<file path="src/rtl/ttl_jk_op_sequencer_if.sv">
// Request/status bundle between an op issuer and the J-K flip-flop sequencer.
// The master side also returns the flip-flop Q readback.
interface ttl_jk_op_sequencer_if #(
   parameter int BLOCKS = 2
);
   logic              Start;
   logic [2:0]        Op;
   logic [BLOCKS-1:0] Block_Mask;
   logic              Ready;
   logic              Done;
   logic [BLOCKS-1:0] JK_J;
   logic [BLOCKS-1:0] JK_K;
   logic [BLOCKS-1:0] JK_Clk;
   logic [BLOCKS-1:0] JK_Clear_bar;
   logic [BLOCKS-1:0] JK_Q;
   logic [BLOCKS-1:0] Q_Capture;
   logic              Mismatch;

   modport master (
      output Start, Op, Block_Mask, JK_Q,
      input  Ready, Done, JK_J, JK_K, JK_Clk, JK_Clear_bar, Q_Capture, Mismatch
   );

   modport slave (
      input  Start, Op, Block_Mask, JK_Q,
      output Ready, Done, JK_J, JK_K, JK_Clk, JK_Clear_bar, Q_Capture, Mismatch
   );
endinterface

</file>
<file path="src/rtl/ttl_jk_op_sequencer.sv">
// Drives a bank of negative-edge J-K flip-flops through setup/pulse/recover/check; one op in flight.
// Done comes SETUP+PULSE+HOLD+1 cycles after accept; Start is only taken in IDLE. TTL_JK_SEQ_CHECK_EN adds the expected-state model.
module ttl_jk_op_sequencer #(
   parameter int BLOCKS       = 2,
   parameter int SETUP_CYCLES = 1,
   parameter int PULSE_CYCLES = 1,
   parameter int HOLD_CYCLES  = 1
) (
   input  logic                   Clk,
   input  logic                   Reset,
   ttl_jk_op_sequencer_if.slave   bus
);
   localparam int S_EFF   = (SETUP_CYCLES < 1) ? 1 : SETUP_CYCLES;
   localparam int P_EFF   = (PULSE_CYCLES < 1) ? 1 : PULSE_CYCLES;
   localparam int H_EFF   = (HOLD_CYCLES  < 1) ? 1 : HOLD_CYCLES;
   localparam int MAX_SP  = (S_EFF > P_EFF) ? S_EFF : P_EFF;
   localparam int MAX_EFF = (MAX_SP > H_EFF) ? MAX_SP : H_EFF;
   localparam int CNT_W   = (MAX_EFF > 1) ? $clog2(MAX_EFF) : 1;

   localparam logic [2:0] OP_RESET  = 3'b001;
   localparam logic [2:0] OP_SET    = 3'b010;
   localparam logic [2:0] OP_TOGGLE = 3'b011;
   localparam logic [2:0] OP_CLEAR  = 3'b100;

   typedef enum logic [2:0] {
      ST_IDLE,
      ST_SETUP,
      ST_PULSE,
      ST_RECOVER,
      ST_CHECK
   } state_t;

   state_t            state_q, state_d;
   logic [CNT_W-1:0]  cnt_q, cnt_d;
   logic [2:0]        op_q;
   logic [BLOCKS-1:0] mask_q;
   logic [BLOCKS-1:0] q_capture_q;
   logic              accept;
   logic [BLOCKS-1:0] j_pat, k_pat;
   logic              pulse_clk, pulse_clr;
   logic              drive_jk;

   always_ff @(posedge Clk) begin
      if (Reset) begin
         state_q     <= ST_IDLE;
         cnt_q       <= '0;
         op_q        <= '0;
         mask_q      <= '0;
         q_capture_q <= '0;
      end else begin
         state_q <= state_d;
         cnt_q   <= cnt_d;
         if (accept) begin
            op_q   <= bus.Op;
            mask_q <= bus.Block_Mask;
         end
         if (state_q == ST_CHECK) q_capture_q <= bus.JK_Q;
      end
   end

   // The shared counter is loaded with (cycles-1) on entry and the state exits when it reaches zero.
   always_comb begin
      state_d = state_q;
      cnt_d   = cnt_q;
      accept  = 1'b0;
      unique case (state_q)
         ST_IDLE: begin
            if (bus.Start) begin
               accept  = 1'b1;
               state_d = ST_SETUP;
               cnt_d   = CNT_W'(S_EFF - 1);
            end
         end
         ST_SETUP: begin
            if (cnt_q == '0) begin
               state_d = ST_PULSE;
               cnt_d   = CNT_W'(P_EFF - 1);
            end else begin
               cnt_d = cnt_q - 1'b1;
            end
         end
         ST_PULSE: begin
            if (cnt_q == '0) begin
               state_d = ST_RECOVER;
               cnt_d   = CNT_W'(H_EFF - 1);
            end else begin
               cnt_d = cnt_q - 1'b1;
            end
         end
         ST_RECOVER: begin
            if (cnt_q == '0) state_d = ST_CHECK;
            else             cnt_d   = cnt_q - 1'b1;
         end
         ST_CHECK: state_d = ST_IDLE;
         default:  state_d = ST_IDLE;
      endcase
   end

   // HOLD and reserved codes fall through to no J/K and no pulse.
   always_comb begin
      j_pat     = '0;
      k_pat     = '0;
      pulse_clk = 1'b0;
      pulse_clr = 1'b0;
      case (op_q)
         OP_RESET: begin
            k_pat     = mask_q;
            pulse_clk = 1'b1;
         end
         OP_SET: begin
            j_pat     = mask_q;
            pulse_clk = 1'b1;
         end
         OP_TOGGLE: begin
            j_pat     = mask_q;
            k_pat     = mask_q;
            pulse_clk = 1'b1;
         end
         OP_CLEAR: pulse_clr = 1'b1;
         default: ;
      endcase
   end

   assign drive_jk         = (state_q == ST_SETUP) || (state_q == ST_PULSE) || (state_q == ST_RECOVER);
   assign bus.Ready        = (state_q == ST_IDLE);
   assign bus.Done         = (state_q == ST_CHECK);
   assign bus.JK_J         = drive_jk ? j_pat : '0;
   assign bus.JK_K         = drive_jk ? k_pat : '0;
   assign bus.JK_Clk       = ((state_q == ST_PULSE) && pulse_clk) ? ~mask_q : '1;
   assign bus.JK_Clear_bar = ((state_q == ST_PULSE) && pulse_clr) ? '0 : '1;
   assign bus.Q_Capture    = q_capture_q;

`ifdef TTL_JK_SEQ_CHECK_EN
   logic [BLOCKS-1:0] expected_q, known_q;
   logic [BLOCKS-1:0] expected_nx, known_nx;
   logic              mismatch_q;

   always_comb begin
      expected_nx = expected_q;
      known_nx    = known_q;
      case (op_q)
         OP_CLEAR: begin
            expected_nx = '0;
            known_nx    = '1;
         end
         OP_SET: begin
            expected_nx = expected_q | mask_q;
            known_nx    = known_q | mask_q;
         end
         OP_RESET: begin
            expected_nx = expected_q & ~mask_q;
            known_nx    = known_q | mask_q;
         end
         OP_TOGGLE: expected_nx = expected_q ^ mask_q;
         default: ;
      endcase
   end

   always_ff @(posedge Clk) begin
      if (Reset) begin
         expected_q <= '0;
         known_q    <= '0;
         mismatch_q <= 1'b0;
      end else if (state_q == ST_CHECK) begin
         expected_q <= expected_nx;
         known_q    <= known_nx;
         mismatch_q <= |((bus.JK_Q ^ expected_nx) & known_nx);
      end
   end

   assign bus.Mismatch = mismatch_q;
`else
   assign bus.Mismatch = 1'b0;
`endif
endmodule

</file>
<file path="src/flat_wrapper.sv">
// flat-port wrapper written by rule: the top's interface ports become plain ports
module ttl_jk_op_sequencer_flat 
#(
   parameter int BLOCKS       = 2,
   parameter int SETUP_CYCLES = 1,
   parameter int PULSE_CYCLES = 1,
   parameter int HOLD_CYCLES  = 1
)
  (Clk, Reset, bus_Start, bus_Op, bus_Block_Mask, bus_JK_Q, bus_Ready, bus_Done, bus_JK_J, bus_JK_K, bus_JK_Clk, bus_JK_Clear_bar, bus_Q_Capture, bus_Mismatch);
  ttl_jk_op_sequencer_if #(.BLOCKS(BLOCKS)) bus_i ();
  input  logic Clk;
  input  logic Reset;
  input wire logic [$bits(bus_i.Start)-1:0] bus_Start;
  input wire logic [$bits(bus_i.Op)-1:0] bus_Op;
  input wire logic [$bits(bus_i.Block_Mask)-1:0] bus_Block_Mask;
  input wire logic [$bits(bus_i.JK_Q)-1:0] bus_JK_Q;
  output wire logic [$bits(bus_i.Ready)-1:0] bus_Ready;
  output wire logic [$bits(bus_i.Done)-1:0] bus_Done;
  output wire logic [$bits(bus_i.JK_J)-1:0] bus_JK_J;
  output wire logic [$bits(bus_i.JK_K)-1:0] bus_JK_K;
  output wire logic [$bits(bus_i.JK_Clk)-1:0] bus_JK_Clk;
  output wire logic [$bits(bus_i.JK_Clear_bar)-1:0] bus_JK_Clear_bar;
  output wire logic [$bits(bus_i.Q_Capture)-1:0] bus_Q_Capture;
  output wire logic [$bits(bus_i.Mismatch)-1:0] bus_Mismatch;
  assign bus_i.Start = bus_Start;
  assign bus_i.Op = bus_Op;
  assign bus_i.Block_Mask = bus_Block_Mask;
  assign bus_i.JK_Q = bus_JK_Q;
  assign bus_Ready = bus_i.Ready;
  assign bus_Done = bus_i.Done;
  assign bus_JK_J = bus_i.JK_J;
  assign bus_JK_K = bus_i.JK_K;
  assign bus_JK_Clk = bus_i.JK_Clk;
  assign bus_JK_Clear_bar = bus_i.JK_Clear_bar;
  assign bus_Q_Capture = bus_i.Q_Capture;
  assign bus_Mismatch = bus_i.Mismatch;
  ttl_jk_op_sequencer #(.BLOCKS(BLOCKS), .SETUP_CYCLES(SETUP_CYCLES), .PULSE_CYCLES(PULSE_CYCLES), .HOLD_CYCLES(HOLD_CYCLES)) u_core (.Clk(Clk), .Reset(Reset), .bus(bus_i));
endmodule
</file>
<file path="config.mk">
export PLATFORM = sky130hd
export DESIGN_NAME = ttl_jk_op_sequencer_flat
export DESIGN_NICKNAME = d
export VERILOG_FILES = /design/src/rtl/ttl_jk_op_sequencer_if.sv /design/src/rtl/ttl_jk_op_sequencer.sv /design/src/flat_wrapper.sv
export SDC_FILE = /design/constraint.sdc
export NUM_CORES = 1
export LEC_CHECK = 0
export ABC_AREA = 1
export ABC_CLOCK_PERIOD_IN_PS = 1350
export CORE_UTILIZATION = 36
export DETAILED_ROUTE_END_ITERATION = 10
export PLACE_DENSITY = 0.73
export SLEW_MARGIN = 15
export SYNTH_ARGS = -nofsm -noshare
export SYNTH_HDL_FRONTEND = slang
export SYNTH_SLANG_ARGS = --single-unit
</file>
<file path="constraint.sdc">
create_clock -name Clk -period 1.35 [get_ports Clk]
set_input_delay 0.405 -clock Clk [delete_from_list [all_inputs] [get_ports Clk]]
set_output_delay 0.405 -clock Clk [all_outputs]
set_load 0.02 [all_outputs]
</file>
==> metrics.txt, run 1 <==
die footprint 1650 sq um; gr usage total 0.254; Chip Height 40.6 microns; Post-Syn Nets 93; Routed Antenna Nets 0; adder-cell area share of the yosys netlist 0; Reg clk slew, reported paths roughly 0.06 ns; FP Rows 13; Die Wd 40.6 microns; commonest cells in the netlist inv_1 (19), nand2_1 (18), nor2_1 (13); routed wire length 1.89 mm; Storage cell area ~200 sq um; antenna cells 0; IO Pins 23; gpl congestion ~0.84; Tmin final 1.61 ns; YS warnings 0; CP Max Fanout 3; main combinational cell family by area after synthesis simple AND/OR/NAND/NOR gates; Vias 715; Initial DRC Count 25; Sink Count 10; CTS Buf Count 3; fin cells 148; Max Root-Sink Buffers 2; Nets 145; failing checks negative setup slack; share of post-route cells with drive strength above 1 0.481; Final Hold Fails 0; total power 0.866 mW; static leakage 0.533 nW; Hold Buf Count CTS 0; RSZ-0062 raised after global routing true; initial antenna violation count 0; Placed Cells 136; Power Density 812 nW/um^2; Fillers 94; Worst-Skew Late Latency 0.26 ns; Synth Cell Area 536 sq um; CTS root buf clkbuf_4; P&R area growth vs syn 99.3%; CP Capture Type output port; post-synthesis mux area share 0; largest area contributor in the netlist dfxtp_1; outcome finished, violations left; Synth Area per Inst 6.45 sq um; IO Port Bufs 21; # DRC 0; Post-Synth XOR/XNOR Area 0; Syn Inst Count 83; Max IR drop VDD 0.000668 V; area fraction of the dominant cell type after synthesis 0.374; clock tree from TritonCTS yes; drt wl/cell 12.8 microns; Yosys reg bits 10; Starting Density 0.397; Overflow after GRT 0; setup TNS -2.15 ns; Synth Area in Compound Gates 0.0421; vias in the first global route between 600 and 700; Critical Path AT between 1 and 1.5 ns; critical path class reg2out; Pre-antenna DRT Iters 4; first-pass GRT wire length 2.72 mm; Register-to-Register Setup Slack 0.06 ns; setup ws final -0.264 ns; most frequent cell after synthesis inv_1; Worst Clk Skew 0.000953 ns; critical path required time between 0.9 and 1 ns; H-Tree Depth 1; period utilization 1.20; number of synthesized flops with an enable pin 0; sequential area share after synthesis 0.374; Hold Path Class reg2reg; crit start category register; Post-Synth Simple-Gate Area 0.402; largest net degree at the start of global routing 8; Synth cell types 13; maxcap violations 0; Core Area between 1000 and 1500 sq um; post-DP HPWL about 1.1 mm; vias per cell 4.83; area of the multi-input gates 310 sq um; Max Clock Freq a little over 600 MHz; Setup-failing EPs final 10; Primary FF master, synth dfxtp_1; synth top area cells dfxtp_1 (37%), inv_1 (13%), nand2_1 (13%); Post-synth ARST share 0; Final Max Tran Viols 0
-- worst max-delay path, stage by stage, from the launching register on --
cell     delay [ns]
dfxtp_2        0.33
inv_2          0.07
buf_6          0.10
nand2_4        0.05
nor2_4         0.09
nand4_1        0.11
buf_4          0.18
-- power breakdown --
part	switching, mW	internal, mW	total, mW
clock network	0.102	0.103	0.205
logic	0.161	0.166	0.327
registers	0.0154	0.319	0.335
total	0.278	0.588	0.866
-- layout by cell type (no fill, tap or decap), drive strengths merged --
cell	Yosys	final
dfxtp	10	10
nand2	18	18
nor3b	1	1
clkdlybuf4s15	0	2
inv	19	19
clkbuf	0	3
o211ai	1	1
nor2	14	14
conb	1	1
nand3	1	1
clkdlybuf4s50	0	9
buf	3	39
nand4	8	8
nor3	4	4
o21ai	3	3
-- timing repair --
item                                    in CTS  in global routing
pin swaps                                    4                  6
endpoints found under the setup margin      12                 14
setup buffers                                9                  3
gates cloned                                 0                  0
gates resized for setup                     82                  6
-- stage by stage --
stage	utilization	cell area, sq um	setup WS (ns)	hold slack [ns]
5_1_grt	0.791	1070	-0.292	0.520
4_1_cts	0.769	1040	-0.229	0.490
3_3_place_gp	0.672	907	-0.374	0.465
3_5_place_dp	0.672	907	-0.422	0.480
6_report	0.791	1070	-0.264	0.495
2_1_floorplan	-	554	-0.220	0.477
-- registers in the layout, indices dropped and copies added (netlist names) --
signal,cells
u_core.bus.Q_Capture,2
u_core.state_q,3
u_core.mask_q,2
u_core.op_q,3
-- per-layer routing --
metal	GRT usage	up-vias	routed length [microns]
li1	-	354	-
met1	0.242	321	714
met2	0.516	30	1050
met3	0.0278	10	86
met4	0.125	0	42
met5	0	-	0
-- final timing paths --
kind         cells after the start               startpoint                      end
max                              6        u_core.state_q[2]      bus_JK_Clear_bar[1]
min                              2  u_core.bus.Q_Capture[0]  u_core.bus.Q_Capture[0]
min reg2reg                      2  u_core.bus.Q_Capture[0]  u_core.bus.Q_Capture[0]
max reg2reg                      9        u_core.state_q[0]           u_core.op_q[2]
-- cell families after synthesis --
logic type	count (synthesis)
buffers and inverters	22
other	1
AO/OA/AOI/OAI	4
flip-flops	10
AND/OR/NAND/NOR	46
-- layout make-up --
cell class	instances	share of cell area
Timing Repair Buffer	50	0.413
Multi-Input combinational cell	51	0.291
Sequential cell	10	0.191
Inverter	19	0.0668
Clock buffer	3	0.0211
Tap cell	15	0.0176
No activity file was read; power rests on OpenSTA's default activity.
==> run 2, diff against run 1 <==
--- a/config.mk
+++ b/config.mk
@@ -6,11 +6,14 @@
 export NUM_CORES = 1
 export LEC_CHECK = 0
 export ABC_AREA = 1
-export ABC_CLOCK_PERIOD_IN_PS = 1350
-export CORE_UTILIZATION = 36
+export ABC_CLOCK_PERIOD_IN_PS = 2000
+export CORE_AREA = 2 2 39 41
+export CTS_BUF_LIST = sky130_fd_sc_hd__clkbuf_8
 export DETAILED_ROUTE_END_ITERATION = 10
-export PLACE_DENSITY = 0.73
+export DIE_AREA = 0 0 41 43
+export PLACE_DENSITY = 0.77
 export SLEW_MARGIN = 15
 export SYNTH_ARGS = -nofsm -noshare
 export SYNTH_HDL_FRONTEND = slang
 export SYNTH_SLANG_ARGS = --single-unit
+export TNS_END_PERCENT = 50
==> constraint.sdc (replaced) <==
create_clock -name Clk -period 2 [get_ports Clk]
set_input_delay 0.6 -clock Clk [delete_from_list [all_inputs] [get_ports Clk]]
set_output_delay 0.6 -clock Clk [all_outputs]
set_load 0.02 [all_outputs]
==> run 2 against run 1 <==
Clock skew grew 0.0036 ns; first-iteration DRC count shrank 52%; count of clock-buffer cells in the layout grew 1; via count shrank 18%; critical path type unchanged; the run now ends clean; non-clock buffer count shrank 24; flip-flop and latch count is the same; sequential power shrank 33%; largest cell class is now multi-input combinational cells; die area grew 7.1%; critical path depth shrank 1.
==> metrics.txt, run 2 (synthesis gave the netlist of run 1 again) <==
# DRC 0 (unchanged); Fillers 137 (+46%); initial antenna violation count 0 (unchanged); Sink Count 10 (unchanged); first-pass GRT wire length 2.08 mm (-23%); Max Root-Sink Buffers 2 (unchanged); maxcap violations 0 (unchanged); Starting Density 0.387 (-0.00968); gpl congestion 0.788 (-6.7%); clock tree from TritonCTS yes; share of post-route cells with drive strength above 1 0.145 (-0.336); Pre-antenna DRT Iters 4 (unchanged); Chip Height 43 microns (+6.0%); antenna cells 0 (unchanged); Worst Clk Skew 0.00457 ns (+0.00362 ns); RSZ-0062 raised after global routing false; Worst-Skew Late Latency 0.23 ns (-0.03 ns); Initial DRC Count 12 (-52%); CP Capture Type output port; hold slack 0.478 ns (-0.0164 ns); crit start category register; CP Max Fanout 3 (unchanged); largest net degree at the start of global routing 9 (+1); Nets 121 (-17%); critical path required time 1.40 ns (+0.45 ns); Metal-1 WL 545 microns (-24%); Max Clock Freq 520 MHz; Final Hold Fails 0 (unchanged); critical path class reg2out; Overflow after GRT 0 (unchanged); Hold Path Class reg2reg; Final Max Tran Viols 0 (unchanged); Critical Path AT 1.32 ns (+0.11 ns); CTS Buf Count 3 (unchanged); vias per cell 4.64 (-3.9%); fin util 0.595 (-0.196); Power Density 746 nW/um^2 (-8.1%); Vias 585 (-18%); FP Rows 14 (+1); CTS root buf clkbuf_8; biggest regs u_core.op_q (3), u_core.state_q (3); cts repair resizes 15 (-82%); Reg clk slew, reported paths 0.05 ns (about the same); outcome finished clean; gr usage total 0.174 (-0.0796); Routed Antenna Nets 0 (unchanged); vias in the first global route 529 (-23%); Die Wd 41 microns (+1.1%); Max IR drop VDD 0.000305 V (-54%); static leakage 0.411 nW (-23%); Setup-failing EPs final 0 (-10); IO Pins 23 (unchanged); routed wire length 1.32 mm (-30%); post-DP HPWL 1.01 mm (-3.9%); die footprint 1760 sq um (+7.1%); Setup Fix Bufs, Post-CTS 0 (-9); met3 WL post-DR 75 microns (-13%); Core Area 1380 sq um (+2.5%); P&R area growth vs syn 53.7%; drt wl/cell 10.5 microns (-18%); H-Tree Depth 1 (unchanged); Tmin final 1.92 ns; top layer in use met4; routed wl met2 677 microns (-35%); commonest cells after routing, fill and taps aside inv_1 (19), nand2_1 (18), nor2_1 (12), clkdlybuf4s50_1 (11), dfxtp_1 (10); period utilization 0.962; most common cell after layout, fill and taps aside inv_1; Hold Buf Count CTS 0 (unchanged); IO Port Bufs 21 (unchanged)
-- run 2: metrics by stage --
| stage | power [mW] | area, sq um | setup TNS [ns] | setup WS [ns] | cells |
|---|---|---|---|---|---|
| global route | 0.641 | 823 | 0 | 0.00741 | 126 |
| CTS | 0.619 | 830 | 0 | 0.00368 | 126 |
| detailed placement | 0.365 | 781 | -0.0378 | -0.0378 | 122 |
| floorplan | 0.306 | 536 | 0 | 0.194 | 83 |
| finish | 0.614 | 823 | 0 | 0.0756 | 126 |
| global placement | 0.361 | 781 | 0 | 0.0685 | 122 |
-- run 2: critical path, cell delays in order, from the launching register on --
cell and delay (ns):
dfxtp_1 0.32, buf_4 0.16, nor2_4 0.11, nand2_1 0.08, inv_1 0.09, dlygate4sd2_1 0.34
-- run 2: power breakdown --
group	internal, mW	total, mW	switching, mW
Clock	0.173	0.253	0.0802
Sequential	0.215	0.225	0.00954
Combinational	0.0593	0.136	0.0768
-- run 2: per-layer routing --
metal	global-route usage	vias to the layer above
li1	-	309
met1	0.179	256
met2	0.300	18
met3	0.0366	2
met4	0.100	0
met5	0	-
-- run 2: final cells by class --
cell class | count | area, sq um | area share
clock buffer | 4 | 55.1 | 0.0669
multi-input combinational | 51 | 249 | 0.302
inverter | 19 | 71.3 | 0.0866
tap | 16 | 20.0 | 0.0243
sequential | 10 | 200 | 0.243
timing repair buffer | 26 | 228 | 0.277
-- run 2: final timing paths --
| kind | startpoint | end | slack [ns] | cells past startpoint |
|---|---|---|---|---|
| max | u_core.state_q[0] | bus_Done | 0.08 | 5 |
| min | u_core.bus.Q_Capture[1] | u_core.bus.Q_Capture[1] | 0.48 | 2 |
| max reg2reg | u_core.state_q[0] | u_core.mask_q[1] | 0.87 | 7 |
| min reg2reg | u_core.bus.Q_Capture[1] | u_core.bus.Q_Capture[1] | 0.48 | 2 |
==> run 3, diff against run 2 <==
--- a/config.mk
+++ b/config.mk
@@ -16,4 +16,3 @@
 export SYNTH_ARGS = -nofsm -noshare
 export SYNTH_HDL_FRONTEND = slang
 export SYNTH_SLANG_ARGS = --single-unit
-export TNS_END_PERCENT = 50
==> results of run 3 <==
The final DEF is identical to that of run 2; final timing and power are the same.
